File: src/rtl/gb_fanout_pkg.sv
// Shared decode helpers and encodings for the ghostbus fan-out router.
package gb_fanout_pkg;

    localparam int SEL_W = 5;
    // Child indices occupy 0..15; the two codes above them mark non-child reads.
    localparam logic [SEL_W-1:0] SEL_LOCAL = 5'd16;
    localparam logic [SEL_W-1:0] SEL_UNMAP = 5'd17;

    localparam logic [31:0] DEAD_VAL_DEF = 32'hDEADBEEF;
    localparam int ERRCNT_W = 16;

    typedef struct packed {
        logic       is_local;
        logic       is_child;
        logic [3:0] index;
    } page_dec_t;

    function automatic page_dec_t decode_page(input logic [63:0] addr,
                                              input int unsigned caw,
                                              input int unsigned nch);
        logic [63:0] page;
        page_dec_t   d;
        page       = addr >> caw;
        d.is_local = (page == 64'd0);
        d.is_child = (page != 64'd0) && (page <= 64'(nch));
        d.index    = 4'(page - 64'd1);
        return d;
    endfunction

endpackage

File: src/rtl/gb_fanout_router_rd_pipe.sv
// Fixed-depth valid/sel/data shift line carrying in-flight reads to the return mux.
module gb_rd_pipe #(
    parameter int RD_LAT = 3,
    parameter int SW     = 5,
    parameter int DW     = 32
) (
    input  logic          gb_clk,
    input  logic          gb_rst_n,
    input  logic          in_valid,
    input  logic [SW-1:0] in_sel,
    input  logic [DW-1:0] in_data,
    output logic          out_valid,
    output logic [SW-1:0] out_sel,
    output logic [DW-1:0] out_data
);

    logic [RD_LAT-1:0]    valid_reg;
    logic [RD_LAT*SW-1:0] sel_reg;
    logic [RD_LAT*DW-1:0] data_reg;

    always_ff @(posedge gb_clk or negedge gb_rst_n) begin
        if (!gb_rst_n) begin
            valid_reg <= '0;
            sel_reg   <= '0;
            data_reg  <= '0;
        end else begin
            valid_reg <= {valid_reg[RD_LAT-2:0], in_valid};
            sel_reg   <= {sel_reg[(RD_LAT-1)*SW-1:0], in_sel};
            data_reg  <= {data_reg[(RD_LAT-1)*DW-1:0], in_data};
        end
    end

    assign out_valid = valid_reg[RD_LAT-1];
    assign out_sel   = sel_reg[(RD_LAT-1)*SW +: SW];
    assign out_data  = data_reg[(RD_LAT-1)*DW +: DW];

endmodule

File: src/rtl/gb_fanout_router.sv
// Ghostbus fan-out: local CSR window plus NCH child windows, fixed-latency reads.
// Optional GB_FANOUT_ERRCNT_EN adds an unmapped-access counter at local offset NREG.
module gb_fanout_router
    import gb_fanout_pkg::*;
#(
    parameter int AW     = 24,
    parameter int DW     = 32,
    parameter int NCH    = 4,
    parameter int CAW    = 8,
    parameter int NREG   = 4,
    parameter int RD_LAT = 3,
    parameter logic [DW-1:0] CSR_INIT = '0,
    parameter logic [DW-1:0] DEAD_VAL = DW'(DEAD_VAL_DEF)
) (
    input  logic              gb_clk,
    input  logic              gb_rst_n,
    input  logic [AW-1:0]     gb_addr,
    input  logic [DW-1:0]     gb_wdata,
    input  logic              gb_wen,
    input  logic              gb_rstb,
    output logic [DW-1:0]     gb_rdata,
    output logic              gb_rvalid,
    output logic [CAW-1:0]    ch_addr,
    output logic [DW-1:0]     ch_wdata,
    output logic [NCH-1:0]    ch_we,
    output logic [NCH-1:0]    ch_rstb,
    input  logic [NCH*DW-1:0] ch_rdata,
    output logic [NREG*DW-1:0] csr_q
);

    localparam logic [CAW-1:0] NREG_OFF = CAW'(NREG);

    logic [CAW-1:0] offset;
    page_dec_t      dec;
    logic           csr_hit;
    logic           err_hit;
    logic           unmapped;
    logic [NCH-1:0] hit_vec;

    assign offset   = gb_addr[CAW-1:0];
    assign dec      = decode_page(64'(gb_addr), CAW, NCH);
    assign csr_hit  = dec.is_local && (offset < NREG_OFF);
`ifdef GB_FANOUT_ERRCNT_EN
    assign err_hit  = dec.is_local && (offset == NREG_OFF);
`else
    assign err_hit  = 1'b0;
`endif
    assign unmapped = !(csr_hit || err_hit || dec.is_child);

    generate
        for (genvar gi = 0; gi < NCH; gi++) begin : g_hit
            assign hit_vec[gi] = dec.is_child && (dec.index == 4'(gi));
        end

        for (genvar gi = 0; gi < NREG; gi++) begin : g_csr
            logic [DW-1:0] csr_r;
            always_ff @(posedge gb_clk or negedge gb_rst_n) begin
                if (!gb_rst_n)
                    csr_r <= CSR_INIT;
                else if (gb_wen && csr_hit && (offset == CAW'(gi)))
                    csr_r <= gb_wdata;
            end
            assign csr_q[gi*DW +: DW] = csr_r;
        end
    endgenerate

`ifdef GB_FANOUT_ERRCNT_EN
    logic [ERRCNT_W-1:0] errcnt_reg;

    // A clear through the CSR write takes priority over a same-cycle count.
    always_ff @(posedge gb_clk or negedge gb_rst_n) begin
        if (!gb_rst_n)
            errcnt_reg <= '0;
        else if (gb_wen && err_hit)
            errcnt_reg <= '0;
        else if ((gb_wen || gb_rstb) && unmapped && (errcnt_reg != '1))
            errcnt_reg <= errcnt_reg + 1'b1;
    end
`endif

    // Local value is snapshotted at the sample edge, so it is always pre-write.
    logic [DW-1:0]    local_rd;
    logic [SEL_W-1:0] push_sel;

    always_comb begin
        local_rd = '0;
        for (int i = 0; i < NREG; i++)
            if (offset == CAW'(i))
                local_rd = csr_q[i*DW +: DW];
`ifdef GB_FANOUT_ERRCNT_EN
        if (err_hit)
            local_rd = DW'(errcnt_reg);
`endif
    end

    always_comb begin
        if (dec.is_child)
            push_sel = {1'b0, dec.index};
        else if (csr_hit || err_hit)
            push_sel = SEL_LOCAL;
        else
            push_sel = SEL_UNMAP;
    end

    always_ff @(posedge gb_clk or negedge gb_rst_n) begin
        if (!gb_rst_n) begin
            ch_addr  <= '0;
            ch_wdata <= '0;
            ch_we    <= '0;
            ch_rstb  <= '0;
        end else begin
            if (gb_wen || gb_rstb) begin
                ch_addr  <= offset;
                ch_wdata <= gb_wdata;
            end
            ch_we   <= {NCH{gb_wen}} & hit_vec;
            ch_rstb <= {NCH{gb_rstb}} & hit_vec;
        end
    end

    logic             pipe_valid;
    logic [SEL_W-1:0] pipe_sel;
    logic [DW-1:0]    pipe_data;

    gb_rd_pipe #(
        .RD_LAT (RD_LAT),
        .SW     (SEL_W),
        .DW     (DW)
    ) u_rd_pipe (
        .gb_clk    (gb_clk),
        .gb_rst_n  (gb_rst_n),
        .in_valid  (gb_rstb),
        .in_sel    (push_sel),
        .in_data   (local_rd),
        .out_valid (pipe_valid),
        .out_sel   (pipe_sel),
        .out_data  (pipe_data)
    );

    logic [DW-1:0] rd_mux;

    always_comb begin
        rd_mux = DEAD_VAL;
        if (pipe_sel == SEL_LOCAL)
            rd_mux = pipe_data;
        else
            for (int k = 0; k < NCH; k++)
                if (pipe_sel == SEL_W'(k))
                    rd_mux = ch_rdata[k*DW +: DW];
    end

    always_ff @(posedge gb_clk or negedge gb_rst_n) begin
        if (!gb_rst_n) begin
            gb_rvalid <= 1'b0;
            gb_rdata  <= '0;
        end else begin
            gb_rvalid <= pipe_valid;
            if (pipe_valid)
                gb_rdata <= rd_mux;
        end
    end

endmodule

File: config.mk
export PLATFORM = sky130hd
export DESIGN_NAME = gb_fanout_router
export DESIGN_NICKNAME = d
export VERILOG_FILES = /design/src/rtl/gb_fanout_pkg.sv /design/src/rtl/gb_fanout_router_rd_pipe.sv /design/src/rtl/gb_fanout_router.sv
export SDC_FILE = /design/constraint.sdc
export NUM_CORES = 1
export LEC_CHECK = 0
export CAP_MARGIN = 20
export CORE_MARGIN = 2
export CORE_UTILIZATION = 40
export CTS_CLUSTER_DIAMETER = 60
export DETAILED_ROUTE_END_ITERATION = 7
export DONT_BUFFER_PORTS = 1
export PLACE_DENSITY_LB_ADDON = 0.15
export SYNTH_ARGS = -nofsm -noshare
export SYNTH_HDL_FRONTEND = slang
export SYNTH_SLANG_ARGS = --single-unit
File: constraint.sdc
create_clock -name gb_clk -period 4.5 [get_ports gb_clk]
set_input_delay 0.9 -clock gb_clk [delete_from_list [all_inputs] [get_ports gb_clk]]
set_output_delay 0.9 -clock gb_clk [all_outputs]
set_load 0.1 [all_outputs]
# == After elaboration in Yosys (flattened, before gate mapping) ==
# Index checks and enable logic that the tools add are counted.
# word_totals
reg_bits,323
in_bits,188
output_inout_bits,209
wordCells,56
# classes
n_addsub,1
magnitude_cmp,2
n_eq_ne,10
n_mux,11
bitwise_logic,2
n_reduce_logical,17
# op_table
operator,count
32-bit 2-to-1 mux,9
64-bit zero test,1
64-bit nonzero test,1
8-bit by 2-bit equality test with 1-bit output (second input constant),2
16-bit by 3-bit less-or-equal comparator with 1-bit output (second input constant),1
1-bit logical AND,11
5-bit by 2-bit equality test with 1-bit output (second input constant),2
4-bit AND,2
4-bit by 2-bit equality test with 1-bit output (second input constant),2
8-bit by 1-bit equality test with 1-bit output (second input constant),1
8-bit zero test,1
8-bit by 3-bit less-than comparator with 1-bit output (second input constant),1
5-bit by 1-bit equality test with 1-bit output (second input constant),1
5-bit equality test (second input constant),1
5-bit zero test,1
5-bit 2-to-1 mux,1
4-bit by 1-bit equality test with 1-bit output (second input constant),1
4-bit zero test,1
4-bit by 1-bit subtractor with 4-bit output (second input constant),1
1-bit logical OR,1
1-bit 2-to-1 mux,1

# == Depth between registers and ports, before layout ==
# depth
ltp_word,6
mapped_depth,6
ltp_nobuf,6

# == Hierarchy ==
# Synthesis repeated with hierarchy kept, for this count alone.
# unflattened
hier_cells,891
hier_area_um2,13331.5
# by_module_without_submodules
module,instances,cells_per_inst,area_each_um2,seq_area_each_um2
gb_fanout_router,1,740,10201.0,5230.0
gb_rd_pipe,1,151,3130.5,2852.7

# == Worst setup path after synthesis ==
# Ideal clock, no wire load.
# synth_timing
path_type,input -> register
startpoint,input gb_addr[17]
endpoint,register g_csr[0].csr_r[10]
setup_time_ns,0.126
arrival_time_ns,2.441
t_required_ns,4.374
setup_slack_ns,1.933
stages,5
n_path_buf,1
cell_sequence,nor4_1 > nand3b_2 > nor4_4 > buf_6 > mux2_2
# synth_between
elab_chain_len,4
# synth_lines
element,line,rtl
"start, declared",gb_fanout_router.sv:17,"input logic [AW-1:0] gb_addr,"
64-bit zero test,gb_fanout_pkg.sv:24,d.is_local = (page == 64'd0);
1-bit logical AND,gb_fanout_router.sv:42,assign csr_hit = dec.is_local && (offset < NREG_OFF);
1-bit logical AND (2 in a row),gb_fanout_router.sv:60,else if (gb_wen && csr_hit && (offset == CAW'(gi)))
"end signal, assigned",gb_fanout_router.sv:61,csr_r <= gb_wdata;
"end, declared",gb_fanout_router.sv:56,logic [DW-1:0] csr_r;
# Every way passes these cells.
# A chain may end at the register's enable or synchronous reset.

# == Worst setup path in the final report ==
# layout_timing
startpoint,register u_rd_pipe.sel_reg[11]
endpoint,register gb_rdata[5]
# layout_between
elab_chain_len,6
elab_cells_between_ends,10
cone_classes,eq/ne: 4; mux: 5; reduce/logical: 1
# layout_lines
element,line,rtl
"start, declared",gb_fanout_router_rd_pipe.sv:18,logic [RD_LAT*SW-1:0] sel_reg;
"start signal, assigned",gb_fanout_router_rd_pipe.sv:28,"sel_reg <= {sel_reg[(RD_LAT-1)*SW-1:0], in_sel};"
5-bit zero test,gb_fanout_router.sv:148,if (pipe_sel == SEL_W'(k))
32-bit 2-to-1 mux (4 in a row),gb_fanout_router.sv:148,
32-bit 2-to-1 mux (*),gb_fanout_router.sv:144,if (pipe_sel == SEL_LOCAL)
"end signal, assigned",gb_fanout_router.sv:159,gb_rdata <= rd_mux;
"end, declared",gb_fanout_router.sv:21,"output logic [DW-1:0] gb_rdata,"
# Mark *: on every way between the ends. The rest lies on a longest branch, timed or not.

==> results.toml <==
[timing]
slew_headroom_pct = 31.06
setup_viol = 0
period_share_pct = 55.46
finalMaxSlewViolations = 0
fin_skew_ns = 0.02324
layout_min_cycle_time_ns = 2.496
grt_setup_unrepaired = "false"
worst_pin_slew_ns = 1.034
hold_viol = 0
clock.fmax_ghz = 0.4007
timing.hold.ws_ns = 0.09437
fin_tns_setup_ns = 0

[drt]
wire_per_inst_um = 24.95
drt_iter0_drc = 381
drcViolationCount = 0
antenna_left = 0
first_pass_iters = 4
vias = 7561
post_drt_via_cell_ratio = 5.424
wirelength_mm = 34.79

[floorplan]
io_pins = 397
die_x_um = 185.1
dieArea_um2 = 34270
initial_core_util_pct = 40.43
die-height_um = 185.1
core_area_um2 = 32450
num_rows = 66

[placed_design]
gp_congestion = 0.7622
placed_area_um2 = 13510
portBuffers = 0
dp_hpwl_mm = 23.68

[layout]
area_growth_pct = 12.66
drive_gt1_share_pct = 27.74
n_fill_cell = 2939
largest_reg_flops = 128
layout_common_cells = "321 x dfrtp_1, 146 x mux2_2, 71 x nand2_1"
finish.net_count = 1114
multi_input_area_um2 = 4656
layout_commonest_cell = "dfrtp_1"
layout.area.seq_um2 = 8085
post-route-cell-area_um2 = 14780

[power]
p_per_area_nw_per_um2 = 444.5
power_leakage_nw = 6.736
peakVddDrop_uv = 291.5

[worst_setup_path]
start_kind = "flop"
max_stage_delay_ns = 0.77
cp.required_ns = 4.87
cp-end-kind = "flop"
critPathKind = "flop to flop"
cp_data_arrival_time_ns = 2.87
cp_max_fo = 37
r2r_slack_ns = 2.00
cp_cell_sequence = "buf_4 -> nand3b_1 -> o2111ai_1 -> nand2_1"
crit_slowest_cell = "nand3b_1"

[clock_network]
ctsHoldBuffers = 0
cts_tree = "yes"
cts-resized-gates = 0
clock_sinks = 323
cts_buffer_depth = 3
clk_latency_ns = 0.51
postCtsSetupBuffers = 0
clk_pin_slew_worst_paths_ns = 0.06
cts-root-buf = "clkbuf_16"
cts-buffers-inserted = 38
h-tree-depth = 2

[synth]
synth_cells = 921
avgSynthCellArea_um2 = 14.25
synth-seq-cells = 323
synth_warnings = 0
syn-num-nets = 1114
synth.yosys.seq_area_share_pct = 61.61
synth_area_um2 = 13120
synth.distinct_cells = 43

[grt]
grt_pass1_vias = 7988
track_usage_pct = 20.15
overflow = 0
grt_pass1_wl_mm = 51.40
grt_max_degree = 324
antenna_found_initial = 6

[job]
cap_violations = 0

[hold_path]
hold_path.class = "primary input to async pin"

[status]
status = "finished, final reports clean"
==> stage by stage <==
step / std cells / power (mW) / util [%] / setup WS (ns)
2_1_floorplan: 921 / 3.531 / - / 1.933
3_3_place_gp: 1323 / 3.555 / 41.63 / 1.632
3_5_place_dp: 1323 / 3.558 / 41.63 / 1.600
4_1_cts: 1390 / 6.663 / 45.52 / 1.962
5_1_grt: 1394 / 6.805 / 45.55 / 1.844
6_report: 1394 / 6.570 / 45.55 / 2.004
==> final timing paths <==
path / endpoint / depth (start not counted) / startpoint
worst max-delay path: gb_rdata[5] / 4 / u_rd_pipe.sel_reg[11]
worst min-delay path: ch_addr[2] / 0 / gb_rst_n
worst max register to register: gb_rdata[5] / 4 / u_rd_pipe.sel_reg[11]
worst min register to register: u_rd_pipe.data_reg[77] / 0 / u_rd_pipe.data_reg[45]
max in group asynchronous: u_rd_pipe.data_reg[4] / 0 / gb_rst_n
min in group gb_clk: u_rd_pipe.data_reg[77] / 0 / u_rd_pipe.data_reg[45]
==> logic make-up after synthesis <==
logic type	Yosys count	synth area share, %
flops	323	61.61
mux	231	22.35
fa+ha+maj	5	0.4768
simple gates	176	7.286
buf+inv	82	3.099
compound gates	101	4.978
xor+xnor	3	0.2003
==> critical path: cells and delay by family (launching register included) <==
kind	cells	cell delay (ns)
compound gates	1	0.63
buf+inv	1	0.47
flops	1	0.37
simple gates	2	0.86
==> synth_stat cells, drive strengths merged <==
| cell | n | share of area, % |
|---|---|---|
| nor2b | 55 | 2.6 |
| nor4 | 8 | 0.89 |
| inv | 26 | 0.74 |
| o211ai | 1 | 0.057 |
| clkbuf | 34 | 0.97 |
| o21bai | 1 | 0.057 |
| nand2 | 72 | 2.1 |
| ha | 5 | 0.48 |
| dfrtp | 323 | 62 |
| nor2 | 18 | 0.51 |
| o2111ai | 23 | 1.5 |
| nand4b | 3 | 0.20 |
| and3b | 1 | 0.067 |
| a211oi | 2 | 0.11 |
| mux4 | 32 | 5.5 |
| nand2b | 1 | 0.048 |
| a21oi | 23 | 0.88 |
| xnor2 | 2 | 0.13 |
| nand3 | 5 | 0.19 |
| o41ai | 1 | 0.067 |
| o22ai | 8 | 0.38 |
| nor3b | 1 | 0.057 |
| mux2i | 23 | 1.8 |
| nor4b | 1 | 0.067 |
| and2 | 2 | 0.095 |
| o32a | 1 | 0.076 |
| nand4 | 2 | 0.095 |
| nor3 | 3 | 0.11 |
| xor2 | 1 | 0.067 |
| mux2 | 176 | 15 |
| and3 | 1 | 0.048 |
| buf | 22 | 1.4 |
| o21a | 1 | 0.057 |
| o21ai | 32 | 1.2 |
| nand3b | 3 | 0.20 |
| a41oi | 8 | 0.53 |
==> routing by layer <==
layer  vias to the layer above  global-route usage [%]  wire [µm]
met4                         2                   5.714        751
met3                        44                   6.587       3040
met1                      3888                   26.10      14460
li1                       3289                       -          -
met5                         -                       0         13
met2                       338                   32.48      16520
==> report_power, final <==
| part | internal, mW | switching [mW] |
|---|---|---|
| registers | 2.95 | 0.418 |
| logic | 0.0772 | 0.0596 |
| clock network | 1.89 | 1.18 |
==> final cells by class <==
cell class | count | share of cell area, %
Antenna cell | 4 | 0.06772
Multi-Input combinational cell | 516 | 31.50
Inverter | 26 | 0.6602
Timing Repair Buffer | 16 | 0.8126
Clock buffer | 55 | 7.500
Clock inverter | 12 | 1.024
Sequential cell | 323 | 54.70
Tap cell | 442 | 3.741
No activity file was read; power rests on OpenSTA's default activity.
